===== src/rtl/tt_madhu_pkg.sv =====
// rtl/tt_madhu_pkg.sv - shared types and pin-frame constants for the sequential divider
package tt_madhu_pkg;

  localparam int WIDTH       = 8;
  localparam int SYNC_STAGES = 2;
  localparam int CNT_W       = $clog2(WIDTH);

  typedef enum logic [1:0] {
    IDLE = 2'd0,
    RUN  = 2'd1,
    DONE = 2'd2
  } state_t;

  // uio bit positions; suffixed so the status index does not clash with state DONE
  localparam int LD_A_BIT  = 0;
  localparam int LD_B_BIT  = 1;
  localparam int START_BIT = 2;
  localparam int RSEL_BIT  = 3;
  localparam int BUSY_BIT  = 4;
  localparam int DONE_BIT  = 5;
  localparam int DBZ_BIT   = 6;

  localparam logic [7:0] UIO_OE_MASK = 8'hF0;

endpackage


===== src/rtl/tt_madhu_sync_edge.sv =====
// rtl/tt_madhu_sync_edge.sv - multi-stage synchroniser with rising-edge pulse per bit
module tt_madhu_sync_edge #(
  parameter int WIDTH  = 3,
  parameter int STAGES = 2
) (
  input  logic             clk,
  input  logic             rst_n,
  input  logic [WIDTH-1:0] d,
  output logic [WIDTH-1:0] q,
  output logic [WIDTH-1:0] rise
);

  logic [WIDTH-1:0] stage [STAGES];
  logic [WIDTH-1:0] prev;

  // shift the asynchronous pins through the chain; prev holds last synced value for edge detect
  always_ff @(posedge clk or negedge rst_n) begin
    if (!rst_n) begin
      for (int i = 0; i < STAGES; i++) stage[i] <= '0;
      prev <= '0;
    end else begin
      stage[0] <= d;
      for (int i = 1; i < STAGES; i++) stage[i] <= stage[i-1];
      prev <= stage[STAGES-1];
    end
  end

  assign q    = stage[STAGES-1];
  assign rise = q & ~prev;

endmodule


===== src/rtl/tt_um_madhu_seq_divider.sv =====
// rtl/tt_um_madhu_seq_divider.sv - multi-cycle unsigned restoring divider on the TinyTapeout pin frame
module tt_um_madhu_seq_divider
  import tt_madhu_pkg::*;
(
  input  logic [7:0] ui_in,
  output logic [7:0] uo_out,
  input  logic [7:0] uio_in,
  output logic [7:0] uio_out,
  output logic [7:0] uio_oe,
  input  logic       ena,
  input  logic       clk,
  input  logic       rst_n
);

  state_t state, next_state;

  logic [WIDTH-1:0] a_reg, b_reg, q_reg, r_reg;
  logic [WIDTH-1:0] rem, dvd;
  logic [CNT_W-1:0] cnt;
  logic             dbz;

  logic [2:0] sync_q, sync_rise;

  tt_madhu_sync_edge #(.WIDTH(3), .STAGES(SYNC_STAGES)) u_sync (
    .clk   (clk),
    .rst_n (rst_n),
    .d     (uio_in[2:0]),
    .q     (sync_q),
    .rise  (sync_rise)
  );

  logic start_pulse, ld_a, ld_b, running, b_zero, last_step;
  assign start_pulse = sync_rise[START_BIT];
  assign ld_a        = sync_q[LD_A_BIT];
  assign ld_b        = sync_q[LD_B_BIT];
  assign running     = (state == RUN);
  assign b_zero      = (b_reg == '0);
  assign last_step   = (cnt == CNT_W'(WIDTH - 1));

  // one restoring step: shift next dividend bit into the widened remainder, subtract if it fits
  logic [WIDTH:0]   shifted, diff;
  logic             fits;
  logic [WIDTH-1:0] rem_next, dvd_next;
  assign shifted  = {rem, dvd[WIDTH-1]};
  assign fits     = (shifted >= {1'b0, b_reg});
  assign diff     = shifted - {1'b0, b_reg};
  assign rem_next = fits ? diff[WIDTH-1:0] : shifted[WIDTH-1:0];
  assign dvd_next = {dvd[WIDTH-2:0], fits};

  // state register
  always_ff @(posedge clk or negedge rst_n) begin
    if (!rst_n) state <= IDLE;
    else        state <= next_state;
  end

  // next state: start is honoured only outside RUN; zero divisor short-circuits to DONE
  always_comb begin
    next_state = state;
    case (state)
      IDLE, DONE: if (start_pulse) next_state = b_zero ? DONE : RUN;
      RUN:        if (last_step)   next_state = DONE;
      default:    next_state = IDLE;
    endcase
  end

  // operand loads, division datapath and result capture; Q/R only change when a result is final
  always_ff @(posedge clk or negedge rst_n) begin
    if (!rst_n) begin
      a_reg <= '0;
      b_reg <= '0;
      q_reg <= '0;
      r_reg <= '0;
      rem   <= '0;
      dvd   <= '0;
      cnt   <= '0;
      dbz   <= 1'b0;
    end else if (!running) begin
      if (ld_a) a_reg <= ui_in;
      if (ld_b) b_reg <= ui_in;
      if (start_pulse) begin
        if (b_zero) begin
          q_reg <= '1;
          r_reg <= a_reg;
          dbz   <= 1'b1;
        end else begin
          dvd <= a_reg;
          rem <= '0;
          cnt <= '0;
          dbz <= 1'b0;
        end
      end
    end else begin
      rem <= rem_next;
      dvd <= dvd_next;
      cnt <= cnt + CNT_W'(1);
      if (last_step) begin
        q_reg <= dvd_next;
        r_reg <= rem_next;
      end
    end
  end

  // output mux and status pins; rsel is a static strap so it bypasses the synchroniser
  always_comb begin
    uo_out            = uio_in[RSEL_BIT] ? r_reg : q_reg;
    uio_out           = '0;
    uio_out[BUSY_BIT] = running;
    uio_out[DONE_BIT] = (state == DONE);
    uio_out[DBZ_BIT]  = dbz;
    uio_oe            = UIO_OE_MASK;
  end

  logic _unused;
  assign _unused = &{1'b0, ena, uio_in[7:4], sync_q[START_BIT], sync_rise[1:0], diff[WIDTH]};

endmodule


===== config.mk =====
export PLATFORM = sky130hd
export DESIGN_NAME = tt_um_madhu_seq_divider
export DESIGN_NICKNAME = d
export VERILOG_FILES = /design/src/rtl/tt_madhu_pkg.sv /design/src/rtl/tt_madhu_sync_edge.sv /design/src/rtl/tt_um_madhu_seq_divider.sv
export SDC_FILE = /design/constraint.sdc
export NUM_CORES = 1
export LEC_CHECK = 0
export ABC_CLOCK_PERIOD_IN_PS = 4500
export BUFFER_PORTS_ARGS = -buffer_cell sky130_fd_sc_hd__buf_4
export CORE_MARGIN = 5
export CORE_UTILIZATION = 27
export DETAILED_ROUTE_END_ITERATION = 10
export MAX_ROUTING_LAYER = met4
export PLACE_DENSITY_LB_ADDON = 0.12
export SYNTH_ARGS = -nofsm -noshare
export SYNTH_HDL_FRONTEND = slang
export SYNTH_SLANG_ARGS = --single-unit

===== constraint.sdc =====
create_clock -name clk -period 4.5 [get_ports clk]
set_clock_uncertainty 0.15 [all_clocks]
set_input_delay 1.35 -clock clk [delete_from_list [all_inputs] [get_ports clk]]
set_output_delay 1.35 -clock clk [all_outputs]
set_load 0.02 [all_outputs]

==> results of run 1 <==
final cells by class:
type	instances	share of cell area [%]
clock buffers	14	6.82
clock inverters	1	0.776
inverters	11	1.07
multi-input cells	230	41.2
flip-flops and latches	61	39.5
well taps	168	5.43
repair buffers	27	5.24
synthesized netlist by cell type (6+ instances only):
cell	instances	area, µm²
dfrtp_1	61	1530
nand2_1	34	128
mux2_2	25	282
buf_4	18	135
nor2_1	18	67.6
a21oi_1	15	75.1
nand3_1	12	60.1
a31oi_1	11	68.8
inv_1	11	41.3
ha_1	10	125
o211ai_1	10	75.1
o21ai_0	10	50.1
and3_1	7	43.8
o22a_1	7	61.3
buf_2	6	30.0
clkbuf_1	6	22.5
metal layers:
metal / up-vias / wire (µm)
li1: 1176 / -
met2: 57 / 3690
met3: 4 / 407
met5: - / 0
met1: 1185 / 4400
met4: 0 / 48
stage by stage:
stage | cells | setup WS (ps) | utilization (%)
5_1_grt | 512 | 969 | 32.1
3_5_place_dp | 497 | 997 | 29.6
4_1_cts | 512 | 994 | 32.1
3_3_place_gp | 497 | 1010 | 29.6
2_1_floorplan | 335 | 959 | -
6_report | 512 | 1000 | 32.1
cell families (layout without fill, tap and decap cells):
family | count (synthesis) | in the layout | share of synthesized area, %
and+or+nand+nor | 99 | 99 | 16.1
AOI/OAI and AO/OA | 79 | 79 | 16.7
DFF | 61 | 61 | 45.9
buffers and inverters | 44 | 53 | 7.45
muxes | 25 | 25 | 8.46
adders and majority gates | 11 | 11 | 4.36
xor gates and xnor gates | 3 | 3 | 0.790
other | 2 | 13 | 0.226
worst max-delay path: stages:
cell    delay (ps)
buf_4          140
mux2_2         350
buf_4          160
report_power, final:
part           leakage [nW]  internal, mW  switching [mW]  total, mW
registers             0.726         0.795           0.241       1.04
logic                 0.819         0.628           0.872       1.50
clock network         0.143         0.456           0.233      0.689
final timing paths:
check	startpoint	endpoint	slack (ps)	cells past startpoint
max reg2reg	cnt[0]$_DFFE_PN0P_	q_reg[6]$_DFFE_PN0P_	1970	5
min in group asynchronous	rst_n	q_reg[2]$_DFFE_PN0P_	970	1
min reg2reg	u_sync.stage[3]$_DFF_PN0_	u_sync.q[0]$_DFF_PN0_	200	0
min	u_sync.stage[3]$_DFF_PN0_	u_sync.q[0]$_DFF_PN0_	200	0
max	uio_in[3]	uo_out[7]	1000	3
max in group asynchronous	rst_n	a_reg[7]$_DFFE_PN0P_	2710	1
==> metrics.txt, run 1 <==
final-report setup violation count 0; cell area after placement approximately 3600 µm²; largest net degree at the start of global routing 62; worst setup path class in2out; post-synthesis cell type count 50; post-route ant nets 0; minimum clock period 3500 ps; register bit total from synthesis 61; grt ovf 0; syn_area_per_cell around 10 µm²; Slew Viols, Final 0; vias per inst 4.73; WP data arrival 2000 ps; leading cell type in the layout, fill and taps excluded dfrtp_1; DRC 0; final WL 8.54 mm; fill cell count 1,282; Tightest Hold Check Type reg2reg; number of antenna violations at the first check in global routing 0; asr flop ratio synth 100%; Reg clk slew, reported paths approximately 50 ps; Power Total roughly 3.2 mW; Gate Count Post-Synth roughly 320; Primary FF master, synth dfrtp_1; worst endpoint required time 3000 ps; hold-fix buffers at CTS 0; Max FO, Critical Path 8; most frequent cells in the layout dfrtp_1 (61), nand2_1 (34), buf_4 (27), mux2_2 (25), nor2_1 (18); final instance area 3870 µm²; register area roughly 1500 µm²; RSZ-0062 raised after global routing no; clk root buf clkbuf_16; gr busiest metal met1; met1 usage a little under a fifth; pwr/cell area 834 nW/µm²; DP HPWL between 5 and 6 mm; Total Negative Setup Slacks 0 ps; die area 14,600 µm²; GRT met2 Usage approximately 17%; Critical Path Sink Type output pin; width of the die 121 µm; Post-CTS Setup Repair Bufs 0; Tightest Pin Transition around 980 ps; Starting Density 27.6%; share of layout cells above drive strength 1 between 20 and 25%; H-tree lvl count 3; routed via count 2,422; GPL Wtd Cong 0.746; Leak 1.69 nW; fin crit share between 70% and 80%; first-pass GRT wire length 13.8 mm; Fin Hold WS 195 ps; Slew headroom 34.7%; clk_lat worst skew 320 ps; maxcap violations 0; CTS buffer count 9; GR Util met3 3.45%; Hold Fails Final Rpt 0; Post-Syn Area approximately 3300 µm²; ant diodes 0; number of enable flip-flop cells after synthesis 0; CTS tree yes; port buffer count 24; # IOs 43; Core Box Area 12,100 µm²; Die H 121 µm; gr usage total 12.7%; worst-case vdd ir drop about 0.00028 V; Seq/Total Area, Yosys between 40% and 50%; synth warn 0; fmax roughly 0.29 GHz; Max clock buf depth 2; drt wl/cell 16.7 µm; Layout Nets 370; Startpoint Class primary input; post-CTS resize count 0; Initial DRT Pass Iterations 4; synth-to-layout area growth 16.3%; status finished, final reports clean; number of global-route vias before repair about 2,400; Sink Count 61; Rows 40; multi-input logic area between 1500 and 2000 µm²; drt initial violations 180
(Power assumes the default switching activity.)
==> inputs of run 2 (changes only) <==
--- a/config.mk
+++ b/config.mk
@@ -5,7 +5,7 @@
 export SDC_FILE = /design/constraint.sdc
 export NUM_CORES = 1
 export LEC_CHECK = 0
-export ABC_CLOCK_PERIOD_IN_PS = 4500
+export ABC_CLOCK_PERIOD_IN_PS = 3290
 export BUFFER_PORTS_ARGS = -buffer_cell sky130_fd_sc_hd__buf_4
 export CORE_MARGIN = 5
 export CORE_UTILIZATION = 27
==> constraint.sdc (replaced) <==
create_clock -name clk -period 3.29 [get_ports clk]
set_clock_uncertainty 0.15 [all_clocks]
set_input_delay 0.987 -clock clk [delete_from_list [all_inputs] [get_ports clk]]
set_output_delay 0.987 -clock clk [all_outputs]
set_load 0.02 [all_outputs]
==> run 2 against run 1 <==
  * Critical path type unchanged
  * Critical path depth did not move
  * Wire length down 0.48%
  * Non-clock buffer count up 3
  * Sequential power is 37% higher
  * Register-to-register slack lost 1200 ps
  * Largest cell class unchanged
  * Setup slack got worse by 480 ps
  * Highest routed layer unchanged
  * Power grew 38%
  * Die area unchanged
==> metrics.txt, run 2 (synthesis results as in run 1) <==
leading cell type in the layout, fill and taps excluded dfrtp_1; synth-to-layout area growth 17.1%; Critical Path Sink Type output pin; Tightest Pin Transition between 700 and 800 ps; share of layout cells above drive strength 1 a little under a quarter; hold-fix buffers at CTS 0; Slew headroom 47.4%; final WL 8.50 mm; worst setup path class in2out; Startpoint Class primary input; clk_lat worst skew 330 ps; Max clock buf depth 2; Reg clk slew, reported paths 50 ps; fill cell count 1,270; DRC 0; post-route worst setup slack 523 ps; CP most frequent cell buf_4; CP Cell Sequence buf_4 > mux2_2 > buf_4; # IOs 43; Post-CTS Setup Repair Bufs 0; Leak 1.71 nW; Sink Count 61; post-CTS resize count 0; Die H between 100 and 150 µm; Core Box Area 12,100 µm²; DP Cell Count 500; Total Negative Setup Slacks 0 ps; final-report setup violation count 0; CTS tree yes; routed via count 2,431; clk root buf clkbuf_16; RSZ-0062 raised after global routing no; maxcap violations 0; drt wl/cell 16.5 µm; fmax ~0.36 GHz; Tightest Hold Check Type reg2reg; largest net degree at the start of global routing 62; number of antenna violations at the first check in global routing 0; drt initial violations 179; Layout Nets approximately 370; Initial DRT Pass Iterations 4; port buffer count 24; worst-case vdd ir drop 0.000498 V; grt ovf 0; WP data arrival 1630 ps; die area ~15,000 µm²; GPL Wtd Cong 0.785; minimum clock period 2770 ps; Max FO, Critical Path 8; CTS buffer count 9; pwr/cell area 1140 nW/µm²; fin crit share approximately 84%; Layout Cells excl Fill 514; post-route ant nets 0; most frequent cells in the layout dfrtp_1 (61), nand2_1 (34), buf_4 (30), mux2_2 (25), nor2_1 (18); worst endpoint required time approximately 2200 ps; Rows 40; gr usage total 12.8%; Crit-path slowest cell mux2_2; Hold Fails Final Rpt 0; vias per inst about 4.7; ant diodes 0; H-tree lvl count 3; Fin Hold WS 195 ps; Slew Viols, Final 0; Starting Density 27.6%; CP peak stage delay 340 ps; number of global-route vias before repair approximately 2,400; first-pass GRT wire length 13.8 mm; status finished, final reports clean; width of the die 121 µm; DP HPWL 6.13 mm; setup slack after placement between 500 and 600 ps
-- run 2: changes by cell type in the layout (fill, tap and decap cells not counted) --
cell / previous run / this run
buf_4: 27 / 30
clkbuf_1: 3 / 1
clkbuf_8: 2 / 3
-- run 2: final cells by class --
| type | count | area [µm²] | share of cell area, % |
|---|---|---|---|
| well taps | 168 | 210 | 5.39 |
| flip-flops and latches | 61 | 1530 | 39.2 |
| repair buffers | 30 | 225 | 5.78 |
| clock inverters | 1 | 30.0 | 0.770 |
| multi-input cells | 230 | 1590 | 40.9 |
| clock buffers | 13 | 270 | 6.93 |
| inverters | 11 | 41.3 | 1.06 |
-- run 2: metrics by stage --
step	utilization, %	instance area [µm²]	total power [mW]
CTS	32.3	3900	4.49
global placement	29.8	3600	3.49
finish	32.3	3900	4.44
global route	32.3	3900	4.78
floorplan	-	3370	2.92
detailed placement	29.8	3600	3.51
-- run 2: final timing paths --
path	from	to	slack (ps)	cells after the start
setup / recovery	uio_in[3]	uo_out[7]	520	3
hold / removal	u_sync.stage[5]$_DFF_PN0_	u_sync.q[2]$_DFF_PN0_	190	0
setup reg to reg	b_reg[4]$_DFFE_PN0P_	r_reg[4]$_DFFE_PN0P_	820	7
hold reg to reg	u_sync.stage[5]$_DFF_PN0_	u_sync.q[2]$_DFF_PN0_	190	0
max in group asynchronous	rst_n	rem[5]$_DFFE_PN0P_	1880	1
min in group asynchronous	rst_n	q_reg[2]$_DFFE_PN0P_	590	1
-- run 2: power breakdown --
part | switching [mW] | internal, mW | total (mW)
Combinational | 1.19 | 0.865 | 2.06
Sequential | 0.337 | 1.09 | 1.42
Clock | 0.320 | 0.639 | 0.959
-- run 2: worst max-delay path, delay by kind of cell --
kind                   cells  cell delay, ps
buffers and inverters      2             300
muxes                      1             340
-- run 2: metal layers --
metal	part of all wire (%)	global-route usage, %
met1	51	18.2
met2	44	17.9
met3	4.3	3.45
met4	1.0	3.40
met5	0	-
